## config.mk

```make
export PLATFORM = sky130hd
export DESIGN_NAME = fp_cmp_arbiter
export DESIGN_NICKNAME = d
export VERILOG_FILES = /design/src/rtl/fp_cmp_arbiter.sv
export SDC_FILE = /design/constraint.sdc
export NUM_CORES = 1
export LEC_CHECK = 0
export CORE_ASPECT_RATIO = 0.7
export CORE_UTILIZATION = 31
export DETAILED_ROUTE_END_ITERATION = 12
export HOLD_SLACK_MARGIN = 0.15
export PLACE_DENSITY = 0.9
export SLEW_MARGIN = 0
export SYNTH_ARGS = -nofsm -noshare
export SYNTH_HDL_FRONTEND = slang
export SYNTH_SLANG_ARGS = --single-unit
```

## constraint.sdc

```tcl
create_clock -name clk -period 2.2 [get_ports clk]
set_input_delay 0.44 -clock clk [delete_from_list [all_inputs] [get_ports clk]]
set_output_delay 0.44 -clock clk [all_outputs]
set_load 0.005 [all_outputs]
```

## src/rtl/fp_cmp_arbiter.sv

```systemverilog
`default_nettype none
// ============================================================================
// Module   : fp_cmp_arbiter
// Purpose  : Round-robin front end that shares one pipelined less_than
//            comparator among N requesters. It grants one requester per
//            cycle, registers the granted operand pair onto the comparator
//            inputs, and carries a tag (valid + requester index) alongside
//            the comparator pipeline so that each result is routed back to
//            the requester that issued it. There is no stall and no response
//            backpressure.
// Ports    :
//   clk        in   sole clock, rising edge
//   rst        in   synchronous active-high reset
//   req_valid  in   [N]          requester has an operand pair pending
//   req_a      in   [N*(W+1)]    operand A per requester (slice i)
//   req_b      in   [N*(W+1)]    operand B per requester (slice i)
//   req_ready  out  [N]          one-hot grant
//   hold       in   blocks new grants, in-flight work still completes
//   cmp_a      out  [W+1]        registered operand A to comparator
//   cmp_b      out  [W+1]        registered operand B to comparator
//   cmp_less   in   comparator result, LAT cycles after cmp_a/cmp_b
//   rsp_valid  out  [N]          one-cycle response pulse to requester
//   rsp_less   out  comparison result (0 when no response)
//   inflight   out  issued-but-not-responded operation count
// Revision : 1.0  initial release
// ============================================================================
module fp_cmp_arbiter #(
    parameter int N     = 4,
    parameter int WIDTH = 23,
    parameter int LAT   = 3
) (
    input  logic                     clk,
    input  logic                     rst,
    input  logic [N-1:0]             req_valid,
    input  logic [N*(WIDTH+1)-1:0]   req_a,
    input  logic [N*(WIDTH+1)-1:0]   req_b,
    output logic [N-1:0]             req_ready,
    input  logic                     hold,
    output logic [WIDTH:0]           cmp_a,
    output logic [WIDTH:0]           cmp_b,
    input  logic                     cmp_less,
    output logic [N-1:0]             rsp_valid,
    output logic                     rsp_less,
    output logic [$clog2(LAT+2)-1:0] inflight
);

    localparam int OW = WIDTH + 1;
    localparam int PW = (N > 1) ? $clog2(N) : 1;
    localparam int IW = $clog2(LAT + 2);

    // ------------------------------------------------------------------
    // State
    // ------------------------------------------------------------------
    logic [PW-1:0] r_ptr;
    logic [OW-1:0] r_cmp_a;
    logic [OW-1:0] r_cmp_b;
    logic [LAT:0]  r_tag_v;
    logic [PW-1:0] r_tag_i [0:LAT];
    logic [IW-1:0] r_inflight;

    // ------------------------------------------------------------------
    // Round-robin grant: first valid requester at or above the pointer,
    // wrapping modulo N. Reset and hold both suppress any grant.
    // ------------------------------------------------------------------
    logic [N-1:0]  w_grant;
    logic [PW-1:0] w_gidx;
    logic          w_found;
    int            w_cand;

    always_comb begin
        w_grant = '0;
        w_gidx  = '0;
        w_found = 1'b0;
        w_cand  = 0;
        if (!rst && !hold) begin
            for (int k = 0; k < N; k++) begin
                w_cand = int'(r_ptr) + k;
                if (w_cand >= N) begin
                    w_cand = w_cand - N;
                end
                if (!w_found && req_valid[w_cand]) begin
                    w_found = 1'b1;
                    w_gidx  = PW'(w_cand);
                end
            end
        end
        if (w_found) begin
            w_grant[w_gidx] = 1'b1;
        end
    end

    // A grant is only ever issued to a valid requester, so grant == transfer.
    logic w_xfer;
    logic w_rsp;
    assign w_xfer = w_found;
    assign w_rsp  = r_tag_v[LAT];

    // ------------------------------------------------------------------
    // Sequential: pointer, operand registers, tag pipeline, occupancy
    // ------------------------------------------------------------------
    always_ff @(posedge clk) begin
        if (rst) begin
            r_ptr      <= '0;
            r_cmp_a    <= '0;
            r_cmp_b    <= '0;
            r_tag_v    <= '0;
            r_inflight <= '0;
            for (int k = 0; k <= LAT; k++) begin
                r_tag_i[k] <= '0;
            end
        end else begin
            if (w_xfer) begin
                r_ptr   <= (w_gidx == PW'(N - 1)) ? '0 : w_gidx + PW'(1);
                r_cmp_a <= req_a[w_gidx*OW +: OW];
                r_cmp_b <= req_b[w_gidx*OW +: OW];
            end
            // Tag stage k lines up with the comparator's internal stage k;
            // stage LAT coincides with a valid cmp_less.
            r_tag_v[0] <= w_xfer;
            r_tag_i[0] <= w_gidx;
            for (int k = 1; k <= LAT; k++) begin
                r_tag_v[k] <= r_tag_v[k-1];
                r_tag_i[k] <= r_tag_i[k-1];
            end
            r_inflight <= r_inflight + IW'(w_xfer) - IW'(w_rsp);
        end
    end

    // ------------------------------------------------------------------
    // Response routing
    // ------------------------------------------------------------------
    always_comb begin
        rsp_valid = '0;
        if (w_rsp) begin
            rsp_valid[r_tag_i[LAT]] = 1'b1;
        end
    end

    assign rsp_less  = w_rsp & cmp_less;
    assign req_ready = w_grant;
    assign cmp_a     = r_cmp_a;
    assign cmp_b     = r_cmp_b;
    assign inflight  = r_inflight;

endmodule
`default_nettype wire

```

# [Word-level counts from Yosys, hierarchy flattened]
# Memories as Yosys holds them, arrays and structs flattened.
# Cells that the tools add are included.
[classes] addsub=10 multipliers=1 n_div=0 magnitude_cmp=12 n_eq_ne=1 shift=2 muxes=47 bitwise_logic=5 n_reduce_logical=11
[ops] operator="$mux W32" count=8
[ops] operator="$shiftx A96 B8 Y24" count=2
[ops] operator="$lt A32 B4 Y1 const B" count=4
[ops] operator="$mux W1" count=21
[ops] operator="$mux W2" count=10
[ops] operator="$sub A3 B3 Y4 const B" count=3
[ops] operator="$ge A3 B3 Y1 const B" count=3
[ops] operator="$bmux W1 S2" count=4
[ops] operator="$mux W4" count=2
[ops] operator="$add A2 B2 Y3 const B" count=2
[ops] operator="$logic_and A1 B1 Y1" count=6
[ops] operator="$lt A2 B3 Y1 const B" count=2
[ops] operator="$logic_not A1 Y1" count=5
[ops] operator="$demux W1 S2" count=2
[ops] operator="$ge A2 B1 Y1 const B" count=2
[ops] operator="$mul A2 B2 Y4 const B" count=1
[ops] operator="$or A1 B1 Y1" count=4
[ops] operator="$sub A2 B3 Y4 const B" count=1
[ops] operator="$add A2 B1 Y3 const B" count=1
[ops] operator="$add A3 B1 Y3" count=1
[ops] operator="$ge A2 B3 Y1 const B" count=1
[ops] operator="$sub A3 B1 Y3" count=1
[ops] operator="$add A2 B1 Y2 const B" count=1
[ops] operator="$eq A2 B2 Y1 const B" count=1
[ops] operator="$and A1 B1 Y1" count=1
[word_totals] register_bits=57 latchBits=0 mem_bits_rw=8 mem_bits_ro=0 inputBits=200 output_inout_bits=60 memories=1
[memory_table] name="r_tag_i" words=4 width=2 read_ports=4 rd_clocked_by_memory_dff=0 wr=4 line_no="58" source="logic [PW-1:0] r_tag_i [0:LAT];"

# [Logic depth before layout (Yosys ltp)]
# Gate-level depths: netlist of the first run.
[depth] depth_word=25 ltp_mapped=10 depth_no_buf=10

# [Worst setup path before layout of the first run]
# Ideal clock, no wire load.
[synth_path] kind="input to output" from="input hold" to="output req_ready[3]" arrival_time_ns=1.949 path_slack_ns=-0.189 cell_stages=10 path_buffers=3 cell_sequence="or2_4 > nor2_8 > inv_2 > or3_1 > buf_2 > clkinv_2 > buf_8 > buf_12 > ha_1 > and2_1"
[synth_via] elab_chain_cells=8 elab_cells_between_ends=10 classes_between="order compare: 2; mux: 5; reduce/logical: 3"
[synth_lines] item="start, declared" line_no="38" source="input logic hold,"
[synth_lines] item="$logic_not A1 Y1 *" line_no="75" source="if (!rst && !hold) begin"
[synth_lines] item="$logic_and A1 B1 Y1 *" line_no="75"
[synth_lines] item="$mux W2 *" line_no="75"
[synth_lines] item="net w_gidx[0]" line_no="66" source="logic [PW-1:0] w_gidx;"
[synth_lines] item="$lt A2 B3 Y1 (not written as such) / $ge A2 B1 Y1 (equally long branches)" line_no="88" source="w_grant[w_gidx] = 1'b1;"
[synth_lines] item="$logic_and A1 B1 Y1 (not written as such)" line_no="88"
[synth_lines] item="$mux W1 (not written as such)" line_no="88"
[synth_lines] item="$demux W1 S2 *" line_no="88"
[synth_lines] item="$mux W4 *" line_no="87" source="if (w_found) begin"
[synth_lines] item="end, declared" line_no="37" source="output logic [N-1:0] req_ready,"
# The timed path passes the listed nets; every way through them passes the cells marked *.

# [Final worst setup path of the first run]
[layout_path] from="register r_ptr[1]" to="output req_ready[1]"
[layout_via] elab_chain_cells=25 elab_cells_between_ends=56 classes_between="add/sub: 7; order compare: 6; mux: 36; reduce/logical: 7"
[layout_lines] item="start, declared" line_no="54" source="logic [PW-1:0] r_ptr;"
[layout_lines] item="start signal, assigned" line_no="113" source="r_ptr <= (w_gidx == PW'(N - 1)) ? '0 : w_gidx + PW'(1);"
[layout_lines] item="$sub A2 B3 Y4 / $ge A2 B3 Y1 (equally long branches)" line_no="79, 78"
[layout_lines] item="$mux W32" line_no="78" source="if (w_cand >= N) begin"
[layout_lines] item="$mux W32" line_no="75"
[layout_lines] item="$bmux W1 S2" line_no="81" source="if (!w_found && req_valid[w_cand]) begin"
[layout_lines] item="$mux W1 (not written as such) (2 in a row)" line_no="81"
[layout_lines] item="$mux W1" line_no="81"
[layout_lines] item="$mux W1" line_no="75"
[layout_lines] item="$logic_not A1 Y1" line_no="81"
[layout_lines] item="(+8 left out)"
[layout_lines] item="$logic_and A1 B1 Y1" line_no="81"
[layout_lines] item="$mux W2" line_no="81"
[layout_lines] item="$mux W2" line_no="75"
[layout_lines] item="$lt A2 B3 Y1 (not written as such) / $ge A2 B1 Y1 (equally long branches)" line_no="88"
[layout_lines] item="$logic_and A1 B1 Y1 (not written as such)" line_no="88"
[layout_lines] item="$mux W1 (not written as such)" line_no="88"
[layout_lines] item="$demux W1 S2" line_no="88"
[layout_lines] item="$mux W4 *" line_no="87"
# Every way passes the cells marked *; elsewhere a longest branch is shown, timed or not. The select of a mux whose other input is x is not followed.

==> results of run 1 <==
==> cell type report <==
type | instances | area, sq um | share of cell area (%)
clock buffers | 11 | 243 | 3.20
clock inverters | 4 | 53.8 | 0.708
inverters | 6 | 36.3 | 0.478
multi-input cells | 256 | 2340 | 30.8
flip-flops and latches | 65 | 1310 | 17.2
well taps | 148 | 185 | 2.44
repair buffers | 320 | 3430 | 45.2
==> registers in the layout (all words and copies together), names as in the netlist <==
| register | count |
|---|---|
| r_tag_i | 8 |
| cmp_b | 24 |
| r_tag_v | 4 |
| inflight | 3 |
| r_ptr | 2 |
| cmp_a | 24 |
==> what timing repair did <==
item / CTS / global route
pin swaps: 11 / 11
hold buffers: 0 / 0
endpoints found under the setup margin: 56 / 53
cloned: 7 / 3
setup buffers: 16 / 5
gates resized for setup: 82 / 57
==> path summary, 6_finish.rpt <==
path                       startpoint                  endpoint  slack (ps)  cells past startpoint
min reg2reg  r_tag_i[1][0]$_SDFF_PP0_  r_tag_i[2][0]$_SDFF_PP0_         460                      1
min          r_tag_i[1][0]$_SDFF_PP0_  r_tag_i[2][0]$_SDFF_PP0_         460                      1
max             r_ptr[1]$_SDFFE_PP0P_              req_ready[1]        -400                      8
max reg2reg     r_ptr[1]$_SDFFE_PP0P_    cmp_a[18]$_SDFFE_PP0P_        -210                     11
==> logic make-up after synthesis <==
family | Yosys count | synth area share, %
AOI/OAI and AO/OA | 107 | 26.2
DFF | 65 | 37.7
xor gates and xnor gates | 2 | 0.507
adders and majority gates | 7 | 2.75
buffers and inverters | 37 | 5.47
muxes | 49 | 14.2
and+or+nand+nor | 91 | 13.2
==> metal layers <==
metal | track usage, % | vias up
met5 | 0 | -
met4 | 9.90 | 0
met3 | 6.99 | 38
met2 | 47.3 | 200
met1 | 29.0 | 2060
li1 | - | 1980
==> per-stage QoR <==
stage	worst slack [ps]	utilization, %	area [sq um]	hold WS (ps)
after floorplan	-160	-	3470	414
after global placement	-976	60.2	6370	417
after detailed placement	-1070	60.2	6370	424
after CTS	-366	67.9	7190	439
after global routing	-467	71.7	7600	468
final	-404	71.7	7600	456
==> power breakdown <==
part	switching [mW]	total, mW	internal (mW)	leakage (nW)
sequential	0.0626	1.35	1.29	0.537
combinational	0.483	1.28	0.801	2.04
clock	0.512	1.42	0.903	0.138
total	1.06	4.05	2.99	2.72
==> placed cells by master (no fill, tap or decap), drive strengths merged, types with 5 or more instances in the layout <==
master	instances
clkdlybuf4s50	249
dfxtp	65
buf	64
nand2	51
mux2i	49
o221ai	48
o211ai	39
clkbuf	14
nor2b	12
nor2	9
a22oi	9
ha	6
nand2b	5
and2	5
==> results.py, run 1 <==
metrics = {
    "grt": {
        "grt_overflow": 0,
        "grt_pass1_wl_mm": 23.3,
        "antenna_found_initial": 0,
        "grt_pass1_vias": 4463,
        "grt_use_total_pct": 26.1,
        "grt_max_degree": 29,
    },
    "sta": {
        "rsz0062_at_grt": "yes",
        "hold_viol_final": 0,
        "slew_viol_final": 0,
        "fin_crit_ps": 2600,
        "max_freq_ghz": 0.384,
        "finalClockSkew_ps": 9.77,
        "setup_ws_ps": -404,
        "worstMarginPinSlew_ps": 364,
        "fin_crit_sh_pct": 118,
        "tns_ps": -5330,
        "slew_headroom_pct": 75.7,
        "setup-violations-final": 52,
    },
    "finish": {
        "fillCellCount": 723,
        "num-nets-final": 865,
        "antenna_cells": 0,
        "drive_above_1_share_pct": 23.0,
        "final_cells": 810,
        "area_growth_pct": 120,
    },
    "synthesis": {
        "yosysTopAreaCell": "dfxtp_1",
        "synth_edf_count": 0,
        "synth.avg_cell_area_sq_um": 9.65,
        "synth_fp_nets": 565,
        "synth_most_common_cell": "dfxtp_1",
        "synthCells": 358,
        "yosysWarningCount": 0,
        "ys_types": 42,
        "synth_top_area_share_pct": 37.7,
        "synth_seq_cells": 65,
        "seq_area_frac_synth_pct": 37.7,
        "synth_flop_cell": "dfxtp_1",
        "async_reset_ff_share_pct": 0,
        "synth_common_cells": "65 x dfxtp_1, 51 x nand2_1, 49 x mux2i_1",
        "ys_top_cells_by_area": "dfxtp_1 38%, mux2i_1 14%, o221ai_1 12%, o211ai_1 6.7%, nand2_1 5.5%",
        "syn_area_sq_um": 3450,
    },
    "clock_tree": {
        "cts_tree": "built",
        "ctsRootBufferMaster": "clkbuf_16",
        "clkLatencyLatePin_ps": 320,
        "cts_made_buffers": 9,
        "htree_levels": 3,
        "cts_buffer_depth": 2,
        "clk_pin_slew_ps": 60,
        "cts_sinks": 65,
    },
    "die": {
        "io_pins": 260,
        "core_sq_um": 10600,
        "fp.dieArea_sq_um": 11600,
        "initial_core_util_pct": 32.6,
        "die_h_microns": 90.3,
        "rows": 31,
        "die_w_microns": 128,
    },
    "detailed_routing": {
        "dr_total_vias": 4278,
        "routedWlPerCell_microns": 19.9,
        "drtIter0Drc": 137,
        "met3_length_mm": 1.11,
        "drc": 0,
        "wl_met2_mm": 8.15,
        "routed.top_layer": "met4",
        "dr.pass1.iters": 6,
        "viasPerCell": 5.28,
        "antenna_left": 0,
        "wl_met1_mm": 6.46,
        "routed_wirelength_mm": 16.1,
    },
    "setup_path": {
        "required_ps": 1760,
        "crit_type": "reg2out",
        "timing.critical_path.mode_cell": "buf_6",
        "worst_setup_path_start_kind": "register",
        "critPathBufInv": 3,
        "slowest_stage": "a221oi_4",
        "crit_path_cell_trace": "nand3b_1, a21o_1, a221oi_4, clkinv_2, buf_6, ha_4, and2_4, buf_6",
        "cpLargestDelayFamily": "compound AO/OA/AOI/OAI gates",
        "end_kind": "output pin",
        "max_stage_delay_ps": 380,
        "worstPathMaxFanout": 3,
        "cp.arrival_ps": 2160,
    },
    "run": {
        "drv_cap": 0,
    },
    "place": {
        "place_inst": 764,
        "dpl.hpwl_mm": 10.5,
        "port_buffers": 259,
        "gp_congestion": 0.907,
    },
    "pwr": {
        "finalPower_mw": 4.05,
        "power_density_nw_per_um2": 533,
        "vdd_drop_max_mv": 0.461,
        "p_leak_nw": 2.72,
    },
    "run_status": {
        "violations": "negative setup slack",
        "status": "complete, but fails checks",
    },
    "worst_hold_path": {
        "hold_path_class": "reg2reg",
    },
}
(Power assumes the default switching activity.)
==> inputs of run 2 (changes only) <==
==> constraint.sdc (replaced) <==
create_clock -name clk -period 2.11 [get_ports clk]
set_input_delay 0.422 -clock clk [delete_from_list [all_inputs] [get_ports clk]]
set_output_delay 0.422 -clock clk [all_outputs]
set_load 0.005 [all_outputs]
==> run 2 against run 1 <==
  * The flow still finishes with violations (negative setup slack)
  * Register-to-register slack lost 70 ps
  * Non-clock buffer count is the same
  * Power grew 6.0%
  * Sequential share of layout area grew 0.57 points
  * Worst setup slack lost 100 ps
  * Combinational power is essentially flat
  * Sequential power grew 4%
  * Utilization shrank 2.3 points
  * Die area is the same
  * Wire length shrank 2.1%
==> results.py, run 2 (synthesis gave the netlist of run 1 again) <==
metrics = {
    "sta": {
        "max_freq_ghz": 0.382,
        "finalClockSkew_ps": 7.92,
        "slew_headroom_pct": 72.6,
        "tns_ps": -13540,
        "fin_crit_sh_pct": 124,
        "setup-violations-final": 52,
        "worstMarginPinSlew_ps": 411,
        "fin_crit_ps": 2620,
        "slew_viol_final": 0,
        "setup_ws_ps": -507,
        "rsz0062_at_grt": "yes",
        "hold_viol_final": 0,
    },
    "pwr": {
        "vdd_drop_max_mv": 0.525,
        "power_density_nw_per_um2": 584,
        "p_leak_nw": 2.68,
    },
    "clock_tree": {
        "cts_hold_buf": 0,
        "cts_tree": "built",
        "clkLatencyLatePin_ps": 330,
        "clk_pin_slew_ps": 60,
        "htree_levels": 3,
        "cts_buffer_depth": 2,
        "ctsRootBufferMaster": "clkbuf_16",
        "cts_sinks": 65,
        "cts_made_buffers": 9,
    },
    "detailed_routing": {
        "antenna_left": 0,
        "drc": 0,
        "routed_wirelength_mm": 15.8,
        "drtIter0Drc": 190,
        "dr_total_vias": 4230,
        "routedWlPerCell_microns": 19.4,
        "viasPerCell": 5.22,
        "dr.pass1.iters": 4,
    },
    "setup_path": {
        "worst_setup_path_start_kind": "register",
        "crit_start": "r_ptr[1]$_SDFFE_PP0P_",
        "timing.critical_path.mode_cell": "buf_6",
        "timing.rr.start": "r_ptr[1]$_SDFFE_PP0P_",
        "cp.arrival_ps": 2200,
        "worstPathMaxFanout": 5,
        "required_ps": 1690,
        "crit_path_cell_trace": "nand3b_1, a21o_1, a221oi_4, clkinv_2, buf_6, ha_4, and2_4, buf_6",
        "end_kind": "output pin",
        "critPathBufInv": 3,
        "slowest_stage": "dfxtp_4",
        "crit_type": "reg2out",
        "cpLargestDelayFamily": "compound AO/OA/AOI/OAI gates",
        "max_stage_delay_ps": 370,
    },
    "die": {
        "initial_core_util_pct": 32.6,
        "io_pins": 260,
        "die_w_microns": 128,
        "core_sq_um": 10600,
        "rows": 31,
        "die_h_microns": 90.3,
        "fp.dieArea_sq_um": 11600,
    },
    "finish": {
        "layout_commonest_cell": "clkdlybuf4s50_1",
        "num-nets-final": 865,
        "final_cells": 811,
        "antenna_cells": 0,
        "mostFrequentLayoutCells": "249 x clkdlybuf4s50_1, 64 x dfxtp_1, 51 x nand2_1",
        "drive_above_1_share_pct": 20.2,
        "area_growth_pct": 113,
        "final_core_util_pct": 69.4,
    },
    "run_status": {
        "violations": "negative setup slack",
        "status": "complete, but fails checks",
    },
    "grt": {
        "grt_pass1_wl_mm": 23.0,
        "grt_overflow": 0,
        "antenna_found_initial": 0,
        "grt_pass1_vias": 4431,
        "grt_use_total_pct": 25.9,
        "grt_max_degree": 35,
    },
    "place": {
        "dpl.hpwl_mm": 10.6,
        "gp_congestion": 0.863,
        "place_inst": 764,
        "port_buffers": 259,
    },
    "worst_hold_path": {
        "min_from": "r_tag_v[1]$_SDFF_PP0_",
        "hold_path_class": "reg2reg",
    },
    "run": {
        "drv_cap": 0,
    },
}
## run 2: cell types whose count changed in the layout (fill, tap and decap cells not counted), sizes merged
| cell | before | now |
|---|---|---|
| clkinv | 3 | 4 |
| inv | 4 | 7 |
| clkbuf | 14 | 10 |
| dlygate4sd2 | 2 | 0 |
| clkinvlp | 2 | 0 |
| buf | 64 | 68 |
| bufinv | 1 | 2 |
## run 2: where the power goes
group / switching [mW] / leakage (nW) / internal (mW)
Combinational: 0.466 / 1.98 / 0.796
Clock: 0.578 / 0.160 / 1.04
Sequential: 0.0657 / 0.537 / 1.34
Total: 1.11 / 2.68 / 3.18
## run 2: per-stage QoR
stage	instance area, sq um	worst slack [ps]	power [mW]	hold slack, ps
final	7350	-507	4.29	437
after global routing	7350	-549	4.47	463
after CTS	7160	-432	4.27	438
after detailed placement	6370	-1130	2.51	424
after global placement	6370	-1090	2.48	416
after floorplan	3470	-214	1.77	414
## run 2: layout make-up
| class | count | area, sq um |
|---|---|---|
| clock buffers | 9 | 225 |
| clock inverters | 7 | 100 |
| fillers | 777 | 3240 |
| inverters | 6 | 33.8 |
| multi-input cells | 256 | 2220 |
| flip-flops and latches | 65 | 1310 |
| well taps | 148 | 185 |
| repair buffers | 320 | 3290 |
## run 2: path summary, 6_finish.rpt
path                            slack (ps)                endpoint  cells after the start
worst max-delay path                  -510            req_ready[0]                      8
worst min-delay path                   440   r_tag_v[2]$_SDFF_PP0_                      1
worst max register to register        -280  cmp_a[15]$_SDFFE_PP0P_                     12
worst min register to register         440   r_tag_v[2]$_SDFF_PP0_                      1
## run 2: metal layers
metal | global-route usage, % | share of wire [%] | vias to the layer above
met1 | 28.9 | 41 | 2043
li1 | - | - | 1978
met2 | 47.1 | 51 | 176
met5 | 0 | 0 | -
met3 | 7.52 | 6.1 | 33
met4 | 8.14 | 2.1 | 0
## run 2: worst reg2reg max path: stages, from the launching register on
cell and delay [ps]:
dfxtp_4 370, nand3b_1 210, a21o_1 230, a221oi_4 350
buf_4 170, buf_6 120, buf_6 100, buf_6 80
buf_6 90, nand2b_4 150, buf_6 130, clkbuf_16 150
o211ai_1 100
## run 2: timing repair
| item | CTS | global route |
|---|---|---|
| pin swaps | 21 | 12 |
| resized for setup | 91 | 28 |
| endpoints found under the setup margin | 57 | 54 |
| cloned | 5 | 1 |
| buffers inserted | 18 | 11 |
